### config.mk
export PLATFORM = sky130hd
export DESIGN_NAME = regfile_2w2r_flat
export DESIGN_NICKNAME = d
export VERILOG_FILES = /design/src/rtl/regfile_2w2r_if.sv /design/src/rtl/regfile_2w2r.sv /design/src/flat_wrapper.sv
export SDC_FILE = /design/constraint.sdc
export NUM_CORES = 2
export LEC_CHECK = 0
export CAP_MARGIN = 20
export CORE_ASPECT_RATIO = 0.7
export CORE_MARGIN = 3
export CORE_UTILIZATION = 57
export DETAILED_ROUTE_END_ITERATION = 7
export MAX_ROUTING_LAYER = met4
export PLACE_DENSITY = 0.77
export SLEW_MARGIN = 30
export SYNTH_ARGS = -nofsm -noshare
export SYNTH_HDL_FRONTEND = slang
export SYNTH_SLANG_ARGS = --single-unit
export TNS_END_PERCENT = 5
### constraint.sdc
create_clock -name Clk -period 2.65 [get_ports Clk]
set_input_delay 0.265 -clock Clk [delete_from_list [all_inputs] [get_ports Clk]]
set_output_delay 0.265 -clock Clk [all_outputs]
set_load 0.005 [all_outputs]
### src/rtl/regfile_2w2r_if.sv
// Register file bus: two read address/data pairs and two write lanes.
// The master side (decode/writeback) drives addresses and write lanes.
// The slave side (the register file) returns the read data.
interface regfile_2w2r_if #(
    parameter int DATA_WIDTH = 32,
    parameter int ADDR_WIDTH = 5
);
    logic [ADDR_WIDTH-1:0] ReadRegister1;
    logic [ADDR_WIDTH-1:0] ReadRegister2;
    logic [DATA_WIDTH-1:0] ReadData1;
    logic [DATA_WIDTH-1:0] ReadData2;
    logic [ADDR_WIDTH-1:0] WriteRegisterA;
    logic [DATA_WIDTH-1:0] WriteDataA;
    logic                  RegWriteA;
    logic [ADDR_WIDTH-1:0] WriteRegisterB;
    logic [DATA_WIDTH-1:0] WriteDataB;
    logic                  RegWriteB;

    modport master (
        output ReadRegister1, ReadRegister2,
        output WriteRegisterA, WriteDataA, RegWriteA,
        output WriteRegisterB, WriteDataB, RegWriteB,
        input  ReadData1, ReadData2
    );

    modport slave (
        input  ReadRegister1, ReadRegister2,
        input  WriteRegisterA, WriteDataA, RegWriteA,
        input  WriteRegisterB, WriteDataB, RegWriteB,
        output ReadData1, ReadData2
    );
endinterface

### src/rtl/regfile_2w2r.sv
// Two-write, two-read register file for the CPU datapath.
// Reads are combinational; writes commit on the rising clock edge.
// Lane B has priority over lane A when both target the same register.
// ZERO_REG hardwires register 0 to zero; BYPASS forwards same-cycle
// write data to a matching read port.
module regfile_2w2r #(
    parameter int DATA_WIDTH = 32,
    parameter int ADDR_WIDTH = 5,
    parameter int ZERO_REG   = 1,
    parameter int BYPASS     = 0
) (
    input  logic           Clk,
    input  logic           Reset_n,
    regfile_2w2r_if.slave  bus
);
    localparam int DEPTH = 1 << ADDR_WIDTH;

    logic [DATA_WIDTH-1:0] mem [DEPTH];
    logic                  we_a;
    logic                  we_b;
    logic [DATA_WIDTH-1:0] rd1;
    logic [DATA_WIDTH-1:0] rd2;

    // Write enables with register-0 writes dropped when it is hardwired.
    always_comb begin
        we_a = bus.RegWriteA;
        we_b = bus.RegWriteB;
        if (ZERO_REG != 0) begin
            if (bus.WriteRegisterA == '0) we_a = 1'b0;
            if (bus.WriteRegisterB == '0) we_b = 1'b0;
        end
    end

    // Storage: synchronous clear, otherwise lane A then lane B so B wins a collision.
    always_ff @(posedge Clk) begin
        if (!Reset_n) begin
            for (int i = 0; i < DEPTH; i++) mem[i] <= '0;
        end else begin
            if (we_a) mem[bus.WriteRegisterA] <= bus.WriteDataA;
            if (we_b) mem[bus.WriteRegisterB] <= bus.WriteDataB;
        end
    end

    // Read selection: zero register, then lane B bypass, lane A bypass, stored value.
    function automatic logic [DATA_WIDTH-1:0] read_sel(input logic [ADDR_WIDTH-1:0] addr);
        logic [DATA_WIDTH-1:0] val;
        val = mem[addr];
        if (BYPASS != 0 && Reset_n) begin
            if (bus.RegWriteB && bus.WriteRegisterB == addr)
                val = bus.WriteDataB;
            else if (bus.RegWriteA && bus.WriteRegisterA == addr)
                val = bus.WriteDataA;
        end
        if (ZERO_REG != 0 && addr == '0) val = '0;
        return val;
    endfunction

    // Read port 1.
    always_comb begin
        rd1 = read_sel(bus.ReadRegister1);
    end

    // Read port 2.
    always_comb begin
        rd2 = read_sel(bus.ReadRegister2);
    end

    assign bus.ReadData1 = rd1;
    assign bus.ReadData2 = rd2;
endmodule

### src/flat_wrapper.sv
// flat-port wrapper written by rule: the top's interface ports become plain ports
module regfile_2w2r_flat 
#(
    parameter int DATA_WIDTH = 32,
    parameter int ADDR_WIDTH = 5,
    parameter int ZERO_REG   = 1,
    parameter int BYPASS     = 0
)
  (Clk, Reset_n, bus_ReadRegister1, bus_ReadRegister2, bus_WriteRegisterA, bus_WriteDataA, bus_RegWriteA, bus_WriteRegisterB, bus_WriteDataB, bus_RegWriteB, bus_ReadData1, bus_ReadData2);
  regfile_2w2r_if #(.DATA_WIDTH(DATA_WIDTH), .ADDR_WIDTH(ADDR_WIDTH)) bus_i ();
  input  logic Clk;
  input  logic Reset_n;
  input wire logic [$bits(bus_i.ReadRegister1)-1:0] bus_ReadRegister1;
  input wire logic [$bits(bus_i.ReadRegister2)-1:0] bus_ReadRegister2;
  input wire logic [$bits(bus_i.WriteRegisterA)-1:0] bus_WriteRegisterA;
  input wire logic [$bits(bus_i.WriteDataA)-1:0] bus_WriteDataA;
  input wire logic [$bits(bus_i.RegWriteA)-1:0] bus_RegWriteA;
  input wire logic [$bits(bus_i.WriteRegisterB)-1:0] bus_WriteRegisterB;
  input wire logic [$bits(bus_i.WriteDataB)-1:0] bus_WriteDataB;
  input wire logic [$bits(bus_i.RegWriteB)-1:0] bus_RegWriteB;
  output wire logic [$bits(bus_i.ReadData1)-1:0] bus_ReadData1;
  output wire logic [$bits(bus_i.ReadData2)-1:0] bus_ReadData2;
  assign bus_i.ReadRegister1 = bus_ReadRegister1;
  assign bus_i.ReadRegister2 = bus_ReadRegister2;
  assign bus_i.WriteRegisterA = bus_WriteRegisterA;
  assign bus_i.WriteDataA = bus_WriteDataA;
  assign bus_i.RegWriteA = bus_RegWriteA;
  assign bus_i.WriteRegisterB = bus_WriteRegisterB;
  assign bus_i.WriteDataB = bus_WriteDataB;
  assign bus_i.RegWriteB = bus_RegWriteB;
  assign bus_ReadData1 = bus_i.ReadData1;
  assign bus_ReadData2 = bus_i.ReadData2;
  regfile_2w2r #(.DATA_WIDTH(DATA_WIDTH), .ADDR_WIDTH(ADDR_WIDTH), .ZERO_REG(ZERO_REG), .BYPASS(BYPASS)) u_core (.Clk(Clk), .Reset_n(Reset_n), .bus(bus_i));
endmodule
## After elaboration in Yosys (flattened, before gate mapping)

Memory sizes are Yosys's and may differ from the RTL's.
Index checks and enable logic that the tools add are counted.

- Memories: 1
- Flip-flop bits (word level): 0
- RAM bits: 1,024
- Output and inout port bits: 64
- Input bits: 88

Memories:

| name | depth | width | rd ports | clocked after Yosys merged registers in | write ports | RTL line | source |
|---|---|---|---|---|---|---|---|
| u_core.mem | 32 | 32 | 2 | 0 | 32 | regfile_2w2r.sv:18 | `logic [DATA_WIDTH-1:0] mem [DEPTH];` |

- Multiplexer cells: 17
- Reductions and logical operators: 6

Operators with widths:

| kind | number |
|---|---|
| 32-bit 2-to-1 mux | 4 |
| 32-bit OR reduction | 2 |
| 5-bit zero test | 4 |
| 1-bit 2-to-1 mux | 11 |
| 5-bit 2-to-1 mux | 2 |

## Longest topological paths before layout

- Depth in word-level cells: 7
- Mapped depth: 7
- Gate-level depth less buffers: 4

## Least setup slack after synthesis

Ideal clock, no wire load.

- Path kind: in2reg
- Start: input port bus_WriteRegisterB[3]
- End: memory u_core.mem[5][0] (enable)
- Stages on the path: 6
- Required time: 2.255 ns
- Data arrival time: 2.287 ns
- Path buffers: 3
- Slack: -0.032 ns
- Cells stage by stage: buf_2 or3b_1 clkbuf_1 nor2_2 clkbuf_1 nand3b_1

RTL lines:

| element | RTL line | source |
|---|---|---|
| start, declared | flat_wrapper.sv:18 | `input wire logic [$bits(bus_i.WriteRegisterB)-1:0] bus_WriteRegisterB;` |
| end, declared | regfile_2w2r.sv:18 |  |

==> flow_metrics.py <==
metrics = {
    "sta": {
        "hold_slack_ns": 0.600,
        "unrepaired_setup_endpoints_after_global_routing": "yes",
        "tightest_slew_ns": 0.864,
        "setup_viol": 49,
        "drv_slew": 0,
        "fin_tns_setup_ns": -4.56,
        "hold_violation_count_in_the_final_report": 0,
        "min_period_over_period": 1.09,
        "setup_ws_ns": -0.229,
        "timing.max_slew.rel_slack": 0.422,
        "clock.fmax_ghz": 0.347,
        "finalWorstPathRequiredPeriod_ns": 2.88,
    },
    "clock_tree": {
        "cts_root_buffer": "sky130_fd_sc_hd__clkbuf_16",
        "cts_h_tree_depth": 3,
        "cts-buffers-inserted": 99,
        "clkSinkCount": 1024,
        "tritoncts": "built",
        "cts.clk_slew.worst_paths_ns": 0.06,
        "cts.hold.buffers_added": 0,
        "clockBufferDepth": 3,
    },
    "power": {
        "power_leakage_uw": 0.0245,
        "power.ir.vdd_worst_uv": 470,
        "p_per_area_nw_per_um2": 569,
    },
    "floorplanning": {
        "design.die.area_um2": 107000,
        "core_region_area_um2": 101000,
        "fp.dieW_um": 389,
        "core.rowCount": 97,
        "die_h_um": 274,
        "initial_core_util": 0.580,
        "design.portCount": 152,
    },
    "final_layout": {
        "seqCellArea_um2": 30700,
        "drive_gt1_frac": 0.371,
        "largest_register_ffs": 1024,
        "nNetsFinal": 4333,
        "biggestRegsByFlops": "u_core.mem: 1024 flops",
        "fillers": 6515,
        "area.growth.synth_to_final_pct": 20.2,
        "regMostFlops": "u_core.mem",
        "multi_input_area_um2": 26500,
        "final_cell_area_um2": 70200,
    },
    "place": {
        "place.port_buffers": 151,
        "final_hpwl_from_detailed_placement_um": 145000,
        "place_congestion": 1.04,
        "standard_cell_area_after_detailed_placement_um2": 66400,
    },
    "routing": {
        "drcViolationCount": 0,
        "routed_wl_um": 221000,
        "detail-route-antenna-nets": 0,
        "route.detailed.vias_per_inst": 8.14,
        "via_count": 46200,
        "drt-wirelength-per-cell_um": 39.0,
        "drt-initial-drc-count": 8384,
        "first_drt_pass_iteration_count": 8,
    },
    "logic_synthesis": {
        "library_cells_used_by_synthesis": 46,
        "synth_compound_area_frac": 0.194,
        "ys_top_cells_by_area": "sky130_fd_sc_hd__edfxtp_1 53%, sky130_fd_sc_hd__mux4_2 17%, sky130_fd_sc_hd__a22o_1 15%",
        "synth_largest_type_area_fraction": 0.526,
        "synth.cell_area_um2": 58500,
        "dominant_combinational_cell_family_by_area_after_synthesis": "multiplexers",
        "share_of_synthesized_registers_carrying_an_async_set_or_reset": 0,
        "synth-warning-count": 0,
        "synth.ff_latch_count": 1024,
        "number_of_enable_flip_flop_cells_after_synthesis": 1024,
        "post_synth_and_or_nand_nor_area_fraction": 0.0277,
        "postSynthAreaPerCell_um2": 15.0,
        "synth_xor_area_frac": 0,
        "synth.area.mux_share": 0.207,
        "synth_area_leader_cell": "sky130_fd_sc_hd__edfxtp_1",
        "synth_top_flop_cell": "sky130_fd_sc_hd__edfxtp_1",
        "synth_fa_ha_area_frac": 0,
        "post_synth_inst_count": 3893,
        "synth-seq-area-share": 0.526,
    },
    "run_status": {
        "violations": "negative setup slack",
        "run_status": "finished with violations",
    },
    "critical_path": {
        "worstSetupEndpointType": "primary output",
        "worstPathMaxFanout": 2,
        "cp-start-kind": "flop",
        "cp_data_arrival_time_ns": 2.61,
        "max_stage_delay_ns": 0.48,
        "worstPathRequired_ns": 2.38,
        "worstPathCellList": "mux4_2, nor2b_1, a211oi_2, a311oi_2, clkdlybuf4s15_1",
        "critical_path.slowest_cell": "sky130_fd_sc_hd__mux4_2",
        "setup.worst_path.class": "flop to primary output",
    },
    "min_path": {
        "hold_path_startpoint": "bus_WriteDataA[15]",
        "hold_path_depth": 3,
        "min_to": "u_core.mem[12][15]$_DFFE_PP_",
        "hold_class": "input port to flop",
    },
    "global_route": {
        "global_route.usage.total": 0.423,
        "grt_max_degree": 33,
        "vias_in_the_first_global_route": 45200,
        "grt_antenna_before_repair": 6,
        "grt_overflow": 0,
        "global_route_wire_length_before_repair_um": 315000,
    },
    "run": {
        "max-cap-violations": 0,
    },
}
stage by stage:
step | std cells | worst slack (ns) | power [uW] | utilization
6_report | 5671 | -0.229 | 40000 | 0.696
3_3_place_gp | 5484 | -0.502 | 25600 | 0.657
4_1_cts | 5664 | -0.241 | 39600 | 0.694
3_5_place_dp | 5487 | -0.524 | 25700 | 0.658
2_1_floorplan | 3924 | -0.0254 | 22600 | -
5_1_grt | 5668 | -0.233 | 40800 | 0.696
cell usage after synthesis (4+ instances only):
master	count
sky130_fd_sc_hd__a221oi_1	47
sky130_fd_sc_hd__a21oi_1	7
sky130_fd_sc_hd__buf_2	127
sky130_fd_sc_hd__a211oi_1	64
sky130_fd_sc_hd__nor2b_1	68
sky130_fd_sc_hd__a22oi_1	64
sky130_fd_sc_hd__mux4_2	448
sky130_fd_sc_hd__buf_6	22
sky130_fd_sc_hd__nor2_1	43
sky130_fd_sc_hd__nor3_4	8
sky130_fd_sc_hd__buf_1	5
sky130_fd_sc_hd__o21ai_0	102
sky130_fd_sc_hd__nand3b_1	28
sky130_fd_sc_hd__a22o_1	992
sky130_fd_sc_hd__inv_1	4
sky130_fd_sc_hd__mux2_2	64
sky130_fd_sc_hd__nand2_1	65
sky130_fd_sc_hd__o2111ai_1	17
sky130_fd_sc_hd__a311oi_1	64
sky130_fd_sc_hd__mux2i_1	128
sky130_fd_sc_hd__edfxtp_1	1024
sky130_fd_sc_hd__nor2_2	9
sky130_fd_sc_hd__o21ai_1	9
sky130_fd_sc_hd__buf_4	13
sky130_fd_sc_hd__nor3b_4	7
sky130_fd_sc_hd__clkbuf_1	429
placed cells by master, fill, tap and decap left out, drive strengths merged, types with 10 or more instances in the layout:
master | Yosys | routed
clkdlybuf4s50 | 0 | 77
mux2 | 64 | 64
mux2i | 128 | 128
nand2 | 65 | 65
buf | 167 | 705
a22o | 992 | 992
nor2 | 52 | 52
clkbuf | 430 | 140
a221oi | 47 | 47
a22oi | 64 | 64
diode | 0 | 12
nand3b | 28 | 28
nor3 | 12 | 12
nor3b | 10 | 10
a311oi | 64 | 64
nor2b | 68 | 68
a211oi | 64 | 64
mux4 | 448 | 448
o2111ai | 17 | 17
clkinv | 0 | 52
o21ai | 111 | 111
edfxtp | 1024 | 1024
conb | 1 | 32
power by group:
group / leakage [uW] / internal, uW / switching, uW
Combinational: 0.0132 / 2910 / 3620
Clock: 0.00152 / 7640 / 6440
Sequential: 0.00977 / 18800 / 571
Total: 0.0245 / 29300 / 10600
routing by layer:
layer / vias to the layer above / share of wire / GRT usage
met1: 22800 / 0.33 / 0.542
met5: - / 0 / -
met3: 916 / 0.18 / 0.165
met2: 5147 / 0.43 / 0.593
li1: 17400 / - / -
met4: 0 / 0.061 / 0.202
worst max path at each step:
stage                           startpoint                          end  slack, ns  cells past startpoint
3_3_place_gp          bus_ReadRegister1[1]            bus_ReadData1[18]      -0.50                      8
5_1_grt         u_core.mem[3][2]$_DFFE_PP_             bus_ReadData2[2]      -0.23                      7
2_1_floorplan        bus_WriteRegisterB[3]  u_core.mem[10][0]$_DFFE_PP_      -0.03                      6
4_1_cts        u_core.mem[0][15]$_DFFE_PP_            bus_ReadData1[15]      -0.24                      8
6_report        u_core.mem[3][6]$_DFFE_PP_             bus_ReadData2[6]      -0.23                      5
3_5_place_dp          bus_ReadRegister1[1]            bus_ReadData1[18]      -0.52                      8
logic make-up after synthesis:
family	Yosys count
compound gates	1366
buf+inv	601
flops	1024
mux	640
other cells	1
simple gates	261
cell type report:
| class | count | area share |
|---|---|---|
| repair buffers | 817 | 0.116 |
| diodes | 12 | 0.000428 |
| well taps | 1336 | 0.0238 |
| multi-input cells | 2299 | 0.378 |
| inverters | 4 | 0.000249 |
| flip-flops and latches | 1024 | 0.438 |
| clock buffers | 116 | 0.0368 |
| clock inverters | 63 | 0.00707 |
worst max-delay path: cells and delay by family (launching register included):
family | cells | cell delay [ns]
AOI/OAI and AO/OA | 2 | 0.57
buffers and inverters | 1 | 0.28
DFF | 1 | 0.43
muxes | 1 | 0.48
and+or+nand+nor | 1 | 0.16
what timing repair did:
item | CTS | global route
pin swaps | 59 | 22
hold endpoints to repair | 0 | 0
gates resized for setup | 334 | 113
setup endpoints to repair | 64 | 64
buffers inserted | 7 | 1
No activity file was read; power rests on OpenSTA's default activity.
